### config.mk
export PLATFORM = sky130hd
export DESIGN_NAME = anim_sequencer
export DESIGN_NICKNAME = d
export VERILOG_FILES = /design/src/rtl/goose_pkg.sv /design/src/rtl/btn_edge_sync.sv /design/src/rtl/anim_sequencer.sv
export SDC_FILE = /design/constraint.sdc
export NUM_CORES = 1
export LEC_CHECK = 0
export CAP_MARGIN = 20
export CELL_PAD_IN_SITES_DETAIL_PLACEMENT = 0
export CELL_PAD_IN_SITES_GLOBAL_PLACEMENT = 1
export CORE_AREA = 2 2 63 65
export DETAILED_ROUTE_END_ITERATION = 16
export DIE_AREA = 0 0 65 67
export HOLD_SLACK_MARGIN = 0.15
export PLACE_DENSITY_LB_ADDON = 0.25
export SLEW_MARGIN = 20
export SYNTH_ARGS = -nofsm -noshare
export SYNTH_HDL_FRONTEND = slang
export SYNTH_SLANG_ARGS = --single-unit
### constraint.sdc
create_clock -name clk -period 2.7 [get_ports clk]
set_clock_uncertainty 0.05 [all_clocks]
set_input_delay 0.54 -clock clk [delete_from_list [all_inputs] [get_ports clk]]
set_output_delay 0.54 -clock clk [all_outputs]
set_load 0.05 [all_outputs]
### src/rtl/goose_pkg.sv
// goose_pkg: shared types and constants for the animation sequencer.
//   state_e      : sequencer FSM state encoding (PLAY=0, PAUSE=1, STEP_WAIT=2)
//   FRAME_W      : animation frame index width
//   period_m1()  : speed select -> (advance period - 1) in video frames
package goose_pkg;

   localparam int FRAME_W = 2;
   localparam int SUB_W   = 5;
   localparam int HOLD_W  = 8;
   localparam int FC_W    = 7;

   typedef enum logic [1:0] {
      ST_PLAY      = 2'd0,
      ST_PAUSE     = 2'd1,
      ST_STEP_WAIT = 2'd2
   } state_e;

   // Advance period minus one, indexed by speed: 00=8, 01=4, 10=16, 11=32
   localparam logic [SUB_W-1:0] PERIOD_M1_SPD0 = 5'd7;
   localparam logic [SUB_W-1:0] PERIOD_M1_SPD1 = 5'd3;
   localparam logic [SUB_W-1:0] PERIOD_M1_SPD2 = 5'd15;
   localparam logic [SUB_W-1:0] PERIOD_M1_SPD3 = 5'd31;

   function automatic logic [SUB_W-1:0] period_m1(input logic [1:0] spd);
      logic [SUB_W-1:0] p;
      case (spd)
         2'b00:   p = PERIOD_M1_SPD0;
         2'b01:   p = PERIOD_M1_SPD1;
         2'b10:   p = PERIOD_M1_SPD2;
         default: p = PERIOD_M1_SPD3;
      endcase
      return p;
   endfunction

endpackage

### src/rtl/btn_edge_sync.sv
// btn_edge_sync: two-flop synchronizer for an asynchronous level input
// followed by a rising-edge detector.
//   clk, rst_n : clock, async active-low reset
//   btn_in     : asynchronous button level
//   edge_o     : one-cycle pulse on each synchronized rising edge
module btn_edge_sync (
   input  logic clk,
   input  logic rst_n,
   input  logic btn_in,
   output logic edge_o
);

   logic sync1_q, sync1_d;
   logic sync2_q, sync2_d;
   logic prev_q,  prev_d;

   always_comb begin
      sync1_d = btn_in;
      sync2_d = sync1_q;
      prev_d  = sync2_q;
   end

   always_ff @(posedge clk or negedge rst_n) begin
      if (!rst_n) begin
         sync1_q <= 1'b0;
         sync2_q <= 1'b0;
         prev_q  <= 1'b0;
      end else begin
         sync1_q <= sync1_d;
         sync2_q <= sync2_d;
         prev_q  <= prev_d;
      end
   end

   assign edge_o = sync2_q & ~prev_q;

endmodule

### src/rtl/anim_sequencer.sv
// anim_sequencer: sprite animation frame / background scene sequencer.
//   clk, rst_n    : pixel clock, async active-low reset
//   frame_start   : one-cycle pulse at pixel (0,0) of each video frame
//   play_btn      : async play/pause toggle (level)
//   step_btn      : async single-step (level)
//   speed         : advance period select (00=8, 01=4, 10=16, 11=32 frames)
//   bg_auto       : 1 = background cycles on its own, 0 = bg_sel_in
//   bg_sel_in     : manual background select
//   frame_num     : current animation frame index
//   bg_sel        : current background scene
//   frame_counter : free-running 7-bit video frame count
//   beat          : one-cycle pulse when frame_num takes a new value
//   state         : FSM state (PLAY=0, PAUSE=1, STEP_WAIT=2)
// Build option: define ANIM_PINGPONG_EN for ping-pong frame order
// (0,1,..,N-1,..,1,0,1,..); otherwise frames loop 0..N-1.
//
// state     | meaning
// ----------+---------------------------------------------------------
// PLAY      | frames advance every speed-selected period
// PAUSE     | frame held; step edge arms a single advance
// STEP_WAIT | advance one frame at next frame_start, then back to PAUSE
module anim_sequencer
   import goose_pkg::*;
#(
   parameter int NUM_FRAMES = 4,
   parameter int BG_HOLD    = 64
) (
   input  logic               clk,
   input  logic               rst_n,
   input  logic               frame_start,
   input  logic               play_btn,
   input  logic               step_btn,
   input  logic [1:0]         speed,
   input  logic               bg_auto,
   input  logic [1:0]         bg_sel_in,
   output logic [FRAME_W-1:0] frame_num,
   output logic [1:0]         bg_sel,
   output logic [FC_W-1:0]    frame_counter,
   output logic               beat,
   output logic [1:0]         state
);

   localparam logic [FRAME_W-1:0] LAST_FRAME = FRAME_W'(NUM_FRAMES - 1);
   localparam logic [HOLD_W-1:0]  HOLD_LAST  = HOLD_W'(BG_HOLD - 1);

   logic play_edge, step_edge;

   btn_edge_sync u_play_sync (
      .clk    (clk),
      .rst_n  (rst_n),
      .btn_in (play_btn),
      .edge_o (play_edge)
   );

   btn_edge_sync u_step_sync (
      .clk    (clk),
      .rst_n  (rst_n),
      .btn_in (step_btn),
      .edge_o (step_edge)
   );

   state_e              state_q, state_d;
   logic [FRAME_W-1:0]  frame_num_q, frame_num_d;
   logic [1:0]          bg_sel_q, bg_sel_d;
   logic [FC_W-1:0]     frame_counter_q, frame_counter_d;
   logic                beat_q, beat_d;
   logic [SUB_W-1:0]    sub_q, sub_d;
   logic [HOLD_W-1:0]   hold_q, hold_d;
   logic                advance;
`ifdef ANIM_PINGPONG_EN
   logic                dir_q, dir_d;   // 0 = forward, 1 = backward
`endif

   // state register
   always_ff @(posedge clk or negedge rst_n) begin
      if (!rst_n) state_q <= ST_PLAY;
      else        state_q <= state_d;
   end

   // next state; play edge always outranks step edge and frame_start
   always_comb begin
      state_d = state_q;
      case (state_q)
         ST_PLAY: begin
            if (play_edge) state_d = ST_PAUSE;
         end
         ST_PAUSE: begin
            if (play_edge)      state_d = ST_PLAY;
            else if (step_edge) state_d = ST_STEP_WAIT;
         end
         ST_STEP_WAIT: begin
            if (play_edge)        state_d = ST_PLAY;
            else if (frame_start) state_d = ST_PAUSE;
         end
         default: state_d = ST_PLAY;
      endcase
   end

   // outputs and datapath; every visible update is keyed to frame_start
   always_comb begin
      advance         = 1'b0;
      sub_d           = sub_q;
      frame_num_d     = frame_num_q;
      bg_sel_d        = bg_sel_q;
      hold_d          = hold_q;
      frame_counter_d = frame_counter_q;
`ifdef ANIM_PINGPONG_EN
      dir_d           = dir_q;
`endif

      if (state_q == ST_PLAY) begin
         if (frame_start) begin
            // >= rather than == so a speed cut below the current count
            // advances at once instead of wrapping the sub-counter
            if (sub_q >= period_m1(speed)) begin
               advance = 1'b1;
               sub_d   = '0;
            end else begin
               sub_d = sub_q + 1'b1;
            end
         end
      end else begin
         if (state_q == ST_STEP_WAIT && frame_start && !play_edge) advance = 1'b1;
         // resuming play always starts a fresh period
         if (play_edge) sub_d = '0;
      end

`ifdef ANIM_PINGPONG_EN
      if (advance) begin
         if (!dir_q) begin
            if (frame_num_q == LAST_FRAME) begin
               frame_num_d = frame_num_q - 1'b1;
               dir_d       = 1'b1;
            end else begin
               frame_num_d = frame_num_q + 1'b1;
            end
         end else begin
            if (frame_num_q == '0) begin
               frame_num_d = frame_num_q + 1'b1;
               dir_d       = 1'b0;
            end else begin
               frame_num_d = frame_num_q - 1'b1;
            end
         end
      end
`else
      if (advance) frame_num_d = (frame_num_q == LAST_FRAME) ? '0 : frame_num_q + 1'b1;
`endif

      if (frame_start) begin
         frame_counter_d = frame_counter_q + 1'b1;
         if (bg_auto) begin
            if (hold_q >= HOLD_LAST) begin
               hold_d   = '0;
               bg_sel_d = bg_sel_q + 1'b1;
            end else begin
               hold_d = hold_q + 1'b1;
            end
         end else begin
            bg_sel_d = bg_sel_in;
         end
      end
      if (!bg_auto) hold_d = '0;

      beat_d = advance;
   end

   always_ff @(posedge clk or negedge rst_n) begin
      if (!rst_n) begin
         frame_num_q     <= '0;
         bg_sel_q        <= '0;
         frame_counter_q <= '0;
         beat_q          <= 1'b0;
         sub_q           <= '0;
         hold_q          <= '0;
`ifdef ANIM_PINGPONG_EN
         dir_q           <= 1'b0;
`endif
      end else begin
         frame_num_q     <= frame_num_d;
         bg_sel_q        <= bg_sel_d;
         frame_counter_q <= frame_counter_d;
         beat_q          <= beat_d;
         sub_q           <= sub_d;
         hold_q          <= hold_d;
`ifdef ANIM_PINGPONG_EN
         dir_q           <= dir_d;
`endif
      end
   end

   assign frame_num     = frame_num_q;
   assign bg_sel        = bg_sel_q;
   assign frame_counter = frame_counter_q;
   assign beat          = beat_q;
   assign state         = state_q;

endmodule

# Word level (Yosys, flattened, before mapping)
# Cells that the tools add are included.
# Widths: inputs -> output; s select.
[word_totals] romBits=0 inputBits=10 ff_bits=33 ramBits=0 out_inout_bits=14 latch_bits=0 n_memories=0
[classes] n_div=0 n_reduce_logical=9 bitwise_logic=4 mul=0 shift=0 eq_ne=11 order_cmp=2 muxes=23 add_sub_neg=5
[op_table] op="$mux 5" count=6
[op_table] op="$mux 8" count=3
[op_table] op="$mux 2" count=8
[op_table] op="$pmux 5 s3" count=1
[op_table] op="$add 8x1->8 const B" count=1
[op_table] op="$ge 8x6->1 const B" count=1
[op_table] op="$add 7x1->7 const B" count=1
[op_table] op="$eq 2x2->1 const B" count=3
[op_table] op="$ne 2x2->1 const B" count=3
[op_table] op="$ne 3x3->1 const B" count=2
[op_table] op="$pmux 2 s3" count=1
[op_table] op="$add 5x1->5 const B" count=1
[op_table] op="$ge 5x5->1" count=1
[op_table] op="$add 2x1->2 const B" count=2
[op_table] op="$eq 2x1->1 const B" count=2
[op_table] op="$logic_not 2->1" count=2
[op_table] op="$mux 1" count=4
[op_table] op="$reduce_and 2->1" count=2
[op_table] op="$reduce_and 3->1" count=1
[op_table] op="$and 1x1->1" count=2
[op_table] op="$logic_and 1x1->1" count=2
[op_table] op="$ne 2x1->1 const B" count=1
[op_table] op="$not 1->1" count=2
[op_table] op="$reduce_bool 2->1" count=1
[op_table] op="$logic_not 1->1" count=1

# Depth between registers and ports, before layout
# Gate-level depths: netlist (run 1).
[depth] depth_word=8 depth_mapped=6 mapped_depth_nobuf=6

# Cells and area by module
# From an unflattened synthesis (run 1), not the netlist that was laid out.
[unflattened] cells_unflattened=139 area_unflattened_um2=1562.7
[modules_own_cells] mod="anim_sequencer" cells_per_inst=131 area_each_um2=1385.1 instances=1 seq_area_each_um2=675.6
[modules_own_cells] mod="btn_edge_sync" cells_per_inst=4 area_each_um2=88.8 instances=2 seq_area_each_um2=75.1

# Least setup slack after synthesis (run 1)
# OpenSTA, ideal clock, no wires.
[synth_path] path_kind="flip-flop to flip-flop" start="register state_q[1] (netlist: state[1])" end="register frame_num_q[0] (netlist: frame_num[0])" setup_time_ns=0.125 arrival_time_ns=1.827 stages_incl_launch_ff=4 synth_period_minus_slack_ns=2.002 t_required_ns=2.525 n_path_buf=0 path_slack_ns=0.698 cell_sequence="dfrtp_1 or3b_2 o31ai_2 mux2_2"
[synth_via] elab_chain_len=5 word_cells_on_any_way=6 classes_between="eq/ne: 1; mux: 2; reduce/logical: 3"
[synth_rtl] item="start, declared" line_no="anim_sequencer.sv:62" source="state_e state_q, state_d;"
[synth_rtl] item="start signal, assigned" line_no="anim_sequencer.sv:77" source="else state_q <= state_d;"
[synth_rtl] item="$eq 2x2->1" line_no="anim_sequencer.sv:123" source="if (state_q == ST_STEP_WAIT && frame_start && !play_edge) advance = 1'b1;"
[synth_rtl] item="$logic_and 1x1->1 (2 in series)" line_no="anim_sequencer.sv:123"
[synth_rtl] item="$mux 1" line_no="anim_sequencer.sv:123"
[synth_rtl] item="$mux 1 *" line_no="anim_sequencer.sv:111" source="if (state_q == ST_PLAY) begin"
[synth_rtl] item="named net advance" line_no="anim_sequencer.sv:69" source="logic advance;"
[synth_rtl] item="end signal, assigned" line_no="anim_sequencer.sv:180" source="frame_num_q <= frame_num_d;"
[synth_rtl] item="end, declared" line_no="anim_sequencer.sv:63" source="logic [FRAME_W-1:0] frame_num_q, frame_num_d;"
# Mark *: on every way through the listed nets, which the timed path passes. The rest lies on a longest branch.
# A chain may end at the register's enable or synchronous reset.

# Worst setup path after layout (run 1)
[layout_path] start="input port bg_auto" end="register hold_q[5]"
[layout_via] elab_chain_len=1 word_cells_on_any_way=2 classes_between="eq/ne: 1; mux: 1"
[layout_rtl] item="start, declared" line_no="anim_sequencer.sv:34" source="input logic bg_auto,"
[layout_rtl] item="$ne 2x2->1 (no line) / $mux 8 (equally long branches)"
[layout_rtl] item="end signal, assigned" line_no="anim_sequencer.sv:185" source="hold_q <= hold_d;"
[layout_rtl] item="end, declared" line_no="anim_sequencer.sv:68" source="logic [HOLD_W-1:0] hold_q, hold_d;"
# Several ways; a longest one is shown, not always the timed one.

==> flow_metrics.tcl, run 1 <==
set metrics [dict create \
    cp_data_arrival_time_ns 2.36 \
    drv_slew 0 \
    drt_iter0_markers 52 \
    setup_viol 0 \
    async_reset_ff_share_pct 100 \
    postCtsSetupBuffers 0 \
    synth_top_area_share_pct 53.0 \
    htreeDepth 2 \
    critical_path.startpoint_type "input pin" \
    ys.flop_type "dfrtp_1" \
    slew_headroom_pct 65.1 \
    p_int_mw 1.11 \
    synth-compound-area-share_pct 14.8 \
    critPathBufInv 1 \
    hold_viol 0 \
    rows 22 \
    leakagePower_nw 0.873 \
    placed_area_mm2 0.00186 \
    dieHeight_um 67 \
    vias_per_cell 5.09 \
    ys_ff_latch 33 \
    pwr-share-comb_pct 42.4 \
    cts-root-buf "clkbuf_8" \
    clock_latency_ns 0.27 \
    grt_max_degree 34 \
    ys_types 40 \
    tightest_slew_ns 0.518 \
    post_cts_resized 0 \
    hold_buffers 0 \
    worst-setup-path-type "in2reg" \
    synthSimpleGateAreaFrac_pct 16.9 \
    power.switching_mw 0.799 \
    synth-adder-area-share_pct 5.62 \
    first_pass_iters 4 \
    ys_warn_count 0 \
    dieArea_mm2 0.00436 \
    grt_pass1_wl_mm 4.76 \
    cp_max_fo 7 \
    numCtsBuffers 5 \
    grt_overflow 0 \
    io_buffers 23 \
    critPathTopFamily "simple AND/OR/NAND/NOR gates" \
    drv_cap 0 \
    layout.area.seq_um2 826 \
    switching_share_pct 41.7 \
    dpl.hpwl_mm 2.08 \
    yosys-top-cells-count "dfrtp_1, nand2_1, o21ai_0, nor2_1, inv_1" \
    clkSlewWorstSetupHoldPaths_ns 0.07 \
    synth_nets 161 \
    antenna_left 0 \
    yosys.area.top_type "dfrtp_1" \
    total_power_mw 1.91 \
    fin_crit_sh_pct 82.0 \
    drive_above_1_share_pct 11.4 \
    drc_errors 0 \
    avgSynthCellArea_um2 10.8 \
    place_inst 216 \
    cp_slowest_cell "clkdlybuf4s50_1" \
    fill_cells 325 \
    required_ns 2.84 \
    grt_pass1_vias 1056 \
    outcome "complete, no violations" \
    synthTopCellsByArea "dfrtp_1, ha_1, o21ai_0" \
    seqPwrFrac_pct 39.0 \
    cts_tree "built" \
    seq_area_frac_synth_pct 53.0 \
    area_growth_pct 24.9 \
    final_cells 224 \
    ir_worst_vdd_v 0.000670 \
    gp_congestion 0.838 \
    initial_core_util_pct 43.2 \
    yosys.area_share.xor_xnor_pct 3.94 \
    power_density_mw_per_mm2 983 \
    diodes 0 \
    clock_power_share_pct 18.6 \
    fin_area_mm2 0.00195 \
    worst_path_largest_cell_delay_ns 0.56 \
    dr_total_vias 1140 \
    multiInputGateArea_um2 698 \
    fmax_mhz 452 \
    finish.net_count 192 \
    coreArea_mm2 0.00361 \
    wire_per_inst_um 12.7 \
    crit_chain "clkdlybuf4s50_1 -> or3b_4 -> a31o_4 -> or4_1 -> o21ai_0" \
    ios 24 \
    track_usage_pct 14.6 \
    end_kind "flop" \
    setup_tns_ns 0 \
    netlist_area_mm2 0.00156 \
    wirelength_mm 2.84 \
    yosys.cell_count.top_type "dfrtp_1" \
    antenna_found_initial 0 \
    clk_path_buf_depth 2 \
    yosys-mux-area-fraction_pct 3.53 \
    synth_edf_count 0 \
    cts_num_sinks 33 \
    rsz0062_at_grt "no" \
    syn_inst 144 \
    synth_top_family_by_area "simple AND/OR/NAND/NOR gates" \
    period_needed_ns 2.21 \
    hp-class "reg2reg" \
    dieWidth_um 65 \
]
through the flow:
step                hold WS [ns]  util (%)  worst slack (ns)
floorplan                  0.194         -             0.698
global placement           0.287      51.6             0.253
detailed placement         0.292      51.6             0.174
CTS                        0.308      54.0             0.485
global route               0.322      54.0             0.428
finish                     0.305      54.0             0.486
sequential cells by signal (all words and copies together) (netlist names):
name                 cells
u_play_sync.prev_d       1
beat                     1
frame_num                2
u_play_sync.prev_q       1
sub_q                    5
state                    2
bg_sel                   2
frame_counter            7
u_play_sync.sync1_q      1
u_step_sync.prev_q       1
u_step_sync.sync1_q      1
hold_q                   8
u_step_sync.prev_d       1
area by class of cell:
| class | instances | share of cell area (%) |
|---|---|---|
| inverters | 8 | 1.54 |
| multi-input cells | 102 | 35.9 |
| well taps | 48 | 3.09 |
| repair buffers | 25 | 12.6 |
| flip-flops and latches | 33 | 42.4 |
| clock buffers | 5 | 3.54 |
| clock inverters | 3 | 0.900 |
power groups by stage:
stage	Combinational, mW	Sequential (mW)	Clock (mW)
2_1_floorplan	0.292	1.01	0
3_3_place_gp	0.802	0.751	0
3_5_place_dp	0.819	0.757	0
4_1_cts	0.822	0.749	0.370
5_1_grt	0.874	0.768	0.401
6_report	0.811	0.746	0.356
worst reg2reg max path, cell delays in order (launching register included):
cell     delay (ns)
dfrtp_1        0.46
or3b_2         0.54
o31ai_2        0.34
mux2_2         0.37
routing by layer:
metal | vias to the layer above | GRT usage (%) | routed length [um] | share of wire, %
li1 | 574 | - | - | -
met1 | 543 | 19.1 | 1360 | 48
met2 | 21 | 22.9 | 1370 | 48
met3 | 2 | 4.39 | 98 | 3.4
met4 | 0 | 5.05 | 19 | 0.67
met5 | - | 0 | 0 | 0
placed cells by master (no fill, tap or decap), drive strengths merged, types with 4 or more instances in the layout:
| master | n |
|---|---|
| clkbuf | 5 |
| clkdlybuf4s50 | 23 |
| dfrtp | 33 |
| ha | 7 |
| inv | 8 |
| mux2 | 4 |
| nand2 | 12 |
| nand3 | 4 |
| nor2 | 9 |
| o21ai | 12 |
| o22ai | 4 |
| xnor2 | 4 |
final timing paths:
path / startpoint / to / slack, ns / depth (start not counted)
setup / recovery: bg_auto / hold_q[5]$_DFFE_PN0P_ / 0.49 / 5
hold / removal: u_play_sync.sync1_q$_DFF_PN0_ / u_play_sync.prev_d$_DFF_PN0_ / 0.31 / 0
setup reg to reg: state[1]$_DFFE_PN0P_ / frame_num[1]$_DFFE_PN0P_ / 0.83 / 3
hold reg to reg: u_play_sync.sync1_q$_DFF_PN0_ / u_play_sync.prev_d$_DFF_PN0_ / 0.31 / 0
max in group asynchronous: rst_n / frame_counter[4]$_DFFE_PN0P_ / 1.68 / 2
min in group asynchronous: rst_n / sub_q[4]$_DFFE_PN0P_ / 0.62 / 2
cells by family (layout without fill, tap and decap cells):
group	after synthesis	in the layout
buf+inv	9	41
fa+ha+maj	7	7
xor+xnor	7	7
simple gates	49	49
compound gates	34	34
flops	33	33
mux	5	5
Power figures use the tool's default switching activity.
==> run 2: changes to the inputs <==
- CORE_AREA: 2 2 63 65 -> 2 2 65 67
- DIE_AREA: 0 0 65 67 -> 0 0 67 69
- clock period: 2.7 -> 2.3 ns (I/O delays scaled with it)
==> flow_metrics.tcl, run 2 (synthesis gave the netlist of run 1 again) <==
set metrics [dict create \
    area_growth_pct 27.5 \
    hp-class "reg2reg" \
    multiInputGateArea_um2 698 \
    fill_cells 376 \
    postCtsSetupBuffers 0 \
    total_power_mw 2.27 \
    worst_path_largest_cell_delay_ns 0.86 \
    numCtsBuffers 5 \
    period_needed_ns 2.14 \
    clkSlewWorstSetupHoldPaths_ns 0.07 \
    antenna_found_initial 0 \
    power_density_mw_per_mm2 1140 \
    drt_iter0_markers 38 \
    placed_area_mm2 0.00190 \
    initial_core_util_pct 39.8 \
    coreArea_mm2 0.00391 \
    rows 23 \
    cp_data_arrival_time_ns 1.63 \
    drc_errors 0 \
    drv_slew 0 \
    critPathBufInv 1 \
    leakagePower_nw 0.897 \
    diodes 0 \
    tightest_slew_ns 0.504 \
    layout.area.seq_um2 826 \
    dieArea_mm2 0.00462 \
    fin_hold_ws_ns 0.303 \
    grt_overflow 0 \
    finish.net_count 197 \
    critPathTopFamily "buffers and inverters" \
    io_buffers 23 \
    final_cell_mix "dfrtp_1, clkdlybuf4s50_1, nand2_1, o21ai_0, nor2_1" \
    wire_per_inst_um 12.6 \
    vias_per_cell 5.00 \
    first_pass_iters 4 \
    crit_chain "clkdlybuf4s50_1" \
    outcome "complete, no violations" \
    grt_pass1_wl_mm 5.31 \
    dr_total_vias 1155 \
    top_layer "met4" \
    cts_num_sinks 33 \
    required_ns 1.79 \
    cts-root-buf "clkbuf_8" \
    worst-setup-path-type "reg2out" \
    cts_tree "built" \
    met2_length_mm 1.29 \
    cp_max_fo 9 \
    drv_cap 0 \
    end_kind "output pin" \
    final_common_cell "dfrtp_1" \
    dieWidth_um 67 \
    fin_area_mm2 0.00199 \
    cp_slowest_cell "clkdlybuf4s50_1" \
    hold_depth 0 \
    ios 24 \
    fin_crit_sh_pct 93.3 \
    clock_latency_ns 0.28 \
    final_cells 231 \
    reg2reg_depth 3 \
    hold_viol 0 \
    place_inst 223 \
    cp.depth 1 \
    clk_path_buf_depth 2 \
    setup_viol 0 \
    wirelength_mm 2.91 \
    antenna_left 0 \
    dpl.hpwl_mm 2.13 \
    track_usage_pct 15.3 \
    gp_congestion 0.758 \
    fmax_mhz 466 \
    critical_path.startpoint_type "flop" \
    rsz0062_at_grt "no" \
    grt_max_degree 34 \
    drive_above_1_share_pct 13.8 \
    largest_reg_flops 8 \
    met1Wirelength_mm 1.42 \
    setup_tns_ns 0 \
    routed-wl-met3_um 122 \
    dieHeight_um 69 \
    slew_headroom_pct 66.3 \
    top_register "hold_q" \
    ir_worst_vdd_v 0.000752 \
    grt_pass1_vias 1190 \
    htreeDepth 2 \
]
run 2: worst paths after layout:
kind,start,end,slack (ns)
worst max-delay path,state[0]$_DFFE_PN0P_,state[0],0.16
worst min-delay path,u_step_sync.sync1_q$_DFF_PN0_,u_step_sync.prev_d$_DFF_PN0_,0.30
worst max register to register,state[0]$_DFFE_PN0P_,frame_num[0]$_DFFE_PN0P_,0.44
worst min register to register,u_step_sync.sync1_q$_DFF_PN0_,u_step_sync.prev_d$_DFF_PN0_,0.30
max in group asynchronous,rst_n,u_play_sync.prev_d$_DFF_PN0_,1.38
min in group asynchronous,rst_n,hold_q[5]$_DFFE_PN0P_,0.52
run 2: per-stage QoR:
stage | util (%) | setup WS [ns]
after floorplan | - | 0.298
after global placement | 48.5 | -0.0480
after detailed placement | 48.5 | -0.0923
after CTS | 50.7 | 0.153
after global routing | 50.7 | 0.0741
final | 50.7 | 0.155
run 2: final cells by class:
type	instances	area share (%)
clock buffer	5	3.47
clock inverter	3	0.882
inverter	8	1.51
multi-input combinational	102	35.2
sequential	33	41.6
tap	50	3.15
timing repair buffer	30	14.2
run 2: per-layer routing:
metal | vias up | global-route usage, %
li1 | 586 | -
met1 | 536 | 20.7
met2 | 25 | 22.3
met3 | 8 | 2.94
met4 | 0 | 8.84
met5 | - | 0
run 2: report_power, final:
group | switching (mW) | internal [mW] | total (mW)
clock | 0.212 | 0.208 | 0.420
combinational | 0.577 | 0.386 | 0.963
sequential | 0.159 | 0.725 | 0.884
total | 0.948 | 1.32 | 2.27
run 2: worst register-to-register path: stages (launching register included):
cell and delay (ns):
dfrtp_1 0.47, or3b_2 0.51, o31ai_2 0.35, mux2_2 0.37
run 2: timing repair:
action                                  4_1_cts  5_1_grt
endpoints found under the setup margin        0        1
hold buffers                                  0        0
gates resized for setup                       0        1
==> run 3: changes to the inputs <==
==> constraint.sdc (replaced) <==
create_clock -name clk -period 2.3 [get_ports clk]
set_clock_uncertainty 0.05 [all_clocks]
set_input_delay 0.345 -clock clk [delete_from_list [all_inputs] [get_ports clk]]
set_output_delay 0.345 -clock clk [all_outputs]
set_load 0.05 [all_outputs]
==> flow_metrics.tcl, run 3 (synthesis gave the netlist of run 1 again) <==
set metrics [dict create \
    drt_iter0_markers 33 \
    drc_errors 0 \
    drive_above_1_share_pct 12.4 \
    dieHeight_um 69 \
    power_density_mw_per_mm2 1150 \
    dieWidth_um 67 \
    final_common_cell "dfrtp_1" \
    hold_viol 0 \
    grt_overflow 0 \
    r2r-start "state[0]$_DFFE_PN0P_" \
    cts-root-buf "clkbuf_8" \
    vias_per_cell 5.15 \
    setup_viol 0 \
    critical_path.startpoint_type "flop" \
    numCtsBuffers 5 \
    io_buffers 23 \
    dpl.hpwl_mm 2.11 \
    slew_headroom_pct 65.5 \
    final_cell_mix "dfrtp_1, clkdlybuf4s50_1, nand2_1, o21ai_0, nor2_1" \
    track_usage_pct 14.7 \
    finish.net_count 194 \
    utilization_pct 50.2 \
    gp_congestion 0.765 \
    period_needed_ns 2.01 \
    largest_reg_flops 8 \
    htreeDepth 2 \
    cp_slowest_cell "clkdlybuf4s50_1" \
    clk_path_buf_depth 2 \
    grt_pass1_vias 1140 \
    hold_buffers 0 \
    rsz0062_at_grt "no" \
    critPathBufInv 1 \
    tightest_slew_ns 0.516 \
    antenna_left 0 \
    grt_pass1_wl_mm 5.09 \
    top_register "hold_q" \
    drv_slew 0 \
    antenna_found_initial 0 \
    grt_max_degree 34 \
    place_inst 220 \
    wirelength_mm 2.89 \
    outcome "complete, no violations" \
    cp_data_arrival_time_ns 1.61 \
    leakagePower_nw 0.883 \
    post_cts_resized 0 \
    postCtsSetupBuffers 0 \
    first_pass_iters 4 \
    dr_total_vias 1174 \
    fin_hold_ws_ns 0.306 \
    critPathTopFamily "buffers and inverters" \
    initial_core_util_pct 39.8 \
    coreArea_mm2 0.00391 \
    final_cells 228 \
    clock_latency_ns 0.28 \
    min_from "u_step_sync.sync1_q$_DFF_PN0_" \
    cp-startpoint "state[0]$_DFFE_PN0P_" \
    setup_tns_ns 0 \
    cp_max_fo 9 \
    worst-setup-path-type "reg2out" \
    area_growth_pct 26.0 \
    diodes 0 \
    dieArea_mm2 0.00462 \
    drv_cap 0 \
    ios 24 \
    rows 23 \
    fin_crit_sh_pct 87.2 \
    end_kind "output pin" \
    wire_per_inst_um 12.7 \
    cts_num_sinks 33 \
    hp-class "reg2reg" \
    required_ns 1.90 \
    fmax_mhz 499 \
    ir_worst_vdd_v 0.000642 \
    clkSlewWorstSetupHoldPaths_ns 0.07 \
    cts_tree "built" \
    crit_chain "clkdlybuf4s50_1" \
    worst_path_largest_cell_delay_ns 0.85 \
]
[run 3: changes by cell type in the layout (fill, tap and decap cells not counted)]
cell and delta:
o21ai_0 +1, buf_4 -3, o21ai_1 -1
[run 3: where the power goes]
part           switching [mW]  internal, mW  total [mW]  leakage (nW)
Combinational           0.577         0.380       0.957         0.419
Sequential              0.156         0.725       0.881         0.420
Clock                   0.211         0.208       0.419        0.0439
Total                   0.944          1.31        2.26         0.883
[run 3: cell type report]
type | instances | area [um2]
clock buffer | 5 | 68.8
clock inverter | 3 | 17.5
fill | 395 | 1950
inverter | 8 | 30.0
multi-input combinational | 102 | 698
sequential | 33 | 826
tap | 50 | 62.6
timing repair buffer | 27 | 260
[run 3: final timing paths]
path                                                 to  slack (ns)  cells past startpoint
min reg2reg                u_step_sync.prev_d$_DFF_PN0_        0.31                      0
min in group asynchronous         hold_q[0]$_DFFE_PN0P_        0.40                      2
max                                            state[0]        0.29                      1
max reg2reg                    frame_num[0]$_DFFE_PN0P_        0.44                      3
max in group asynchronous          sub_q[1]$_DFFE_PN0P_        1.49                      2
min                        u_step_sync.prev_d$_DFF_PN0_        0.31                      0
[run 3: through the flow]
step,setup WS [ns],power [mW],instance area [um2]
2_1_floorplan,0.298,1.53,1560
3_3_place_gp,0.0667,1.83,1880
3_5_place_dp,0.00103,1.86,1880
4_1_cts,0.273,2.29,1960
5_1_grt,0.177,2.42,1960
6_report,0.294,2.26,1960
[run 3: per-layer routing]
| metal | vias to the layer above | routed length [um] | GRT usage (%) |
|---|---|---|---|
| met5 | - | 0 | 0 |
| met4 | 0 | 55 | 6.12 |
| met3 | 5 | 118 | 5.06 |
| met2 | 22 | 1420 | 22.9 |
| met1 | 574 | 1300 | 18.2 |
| li1 | 573 | - | - |
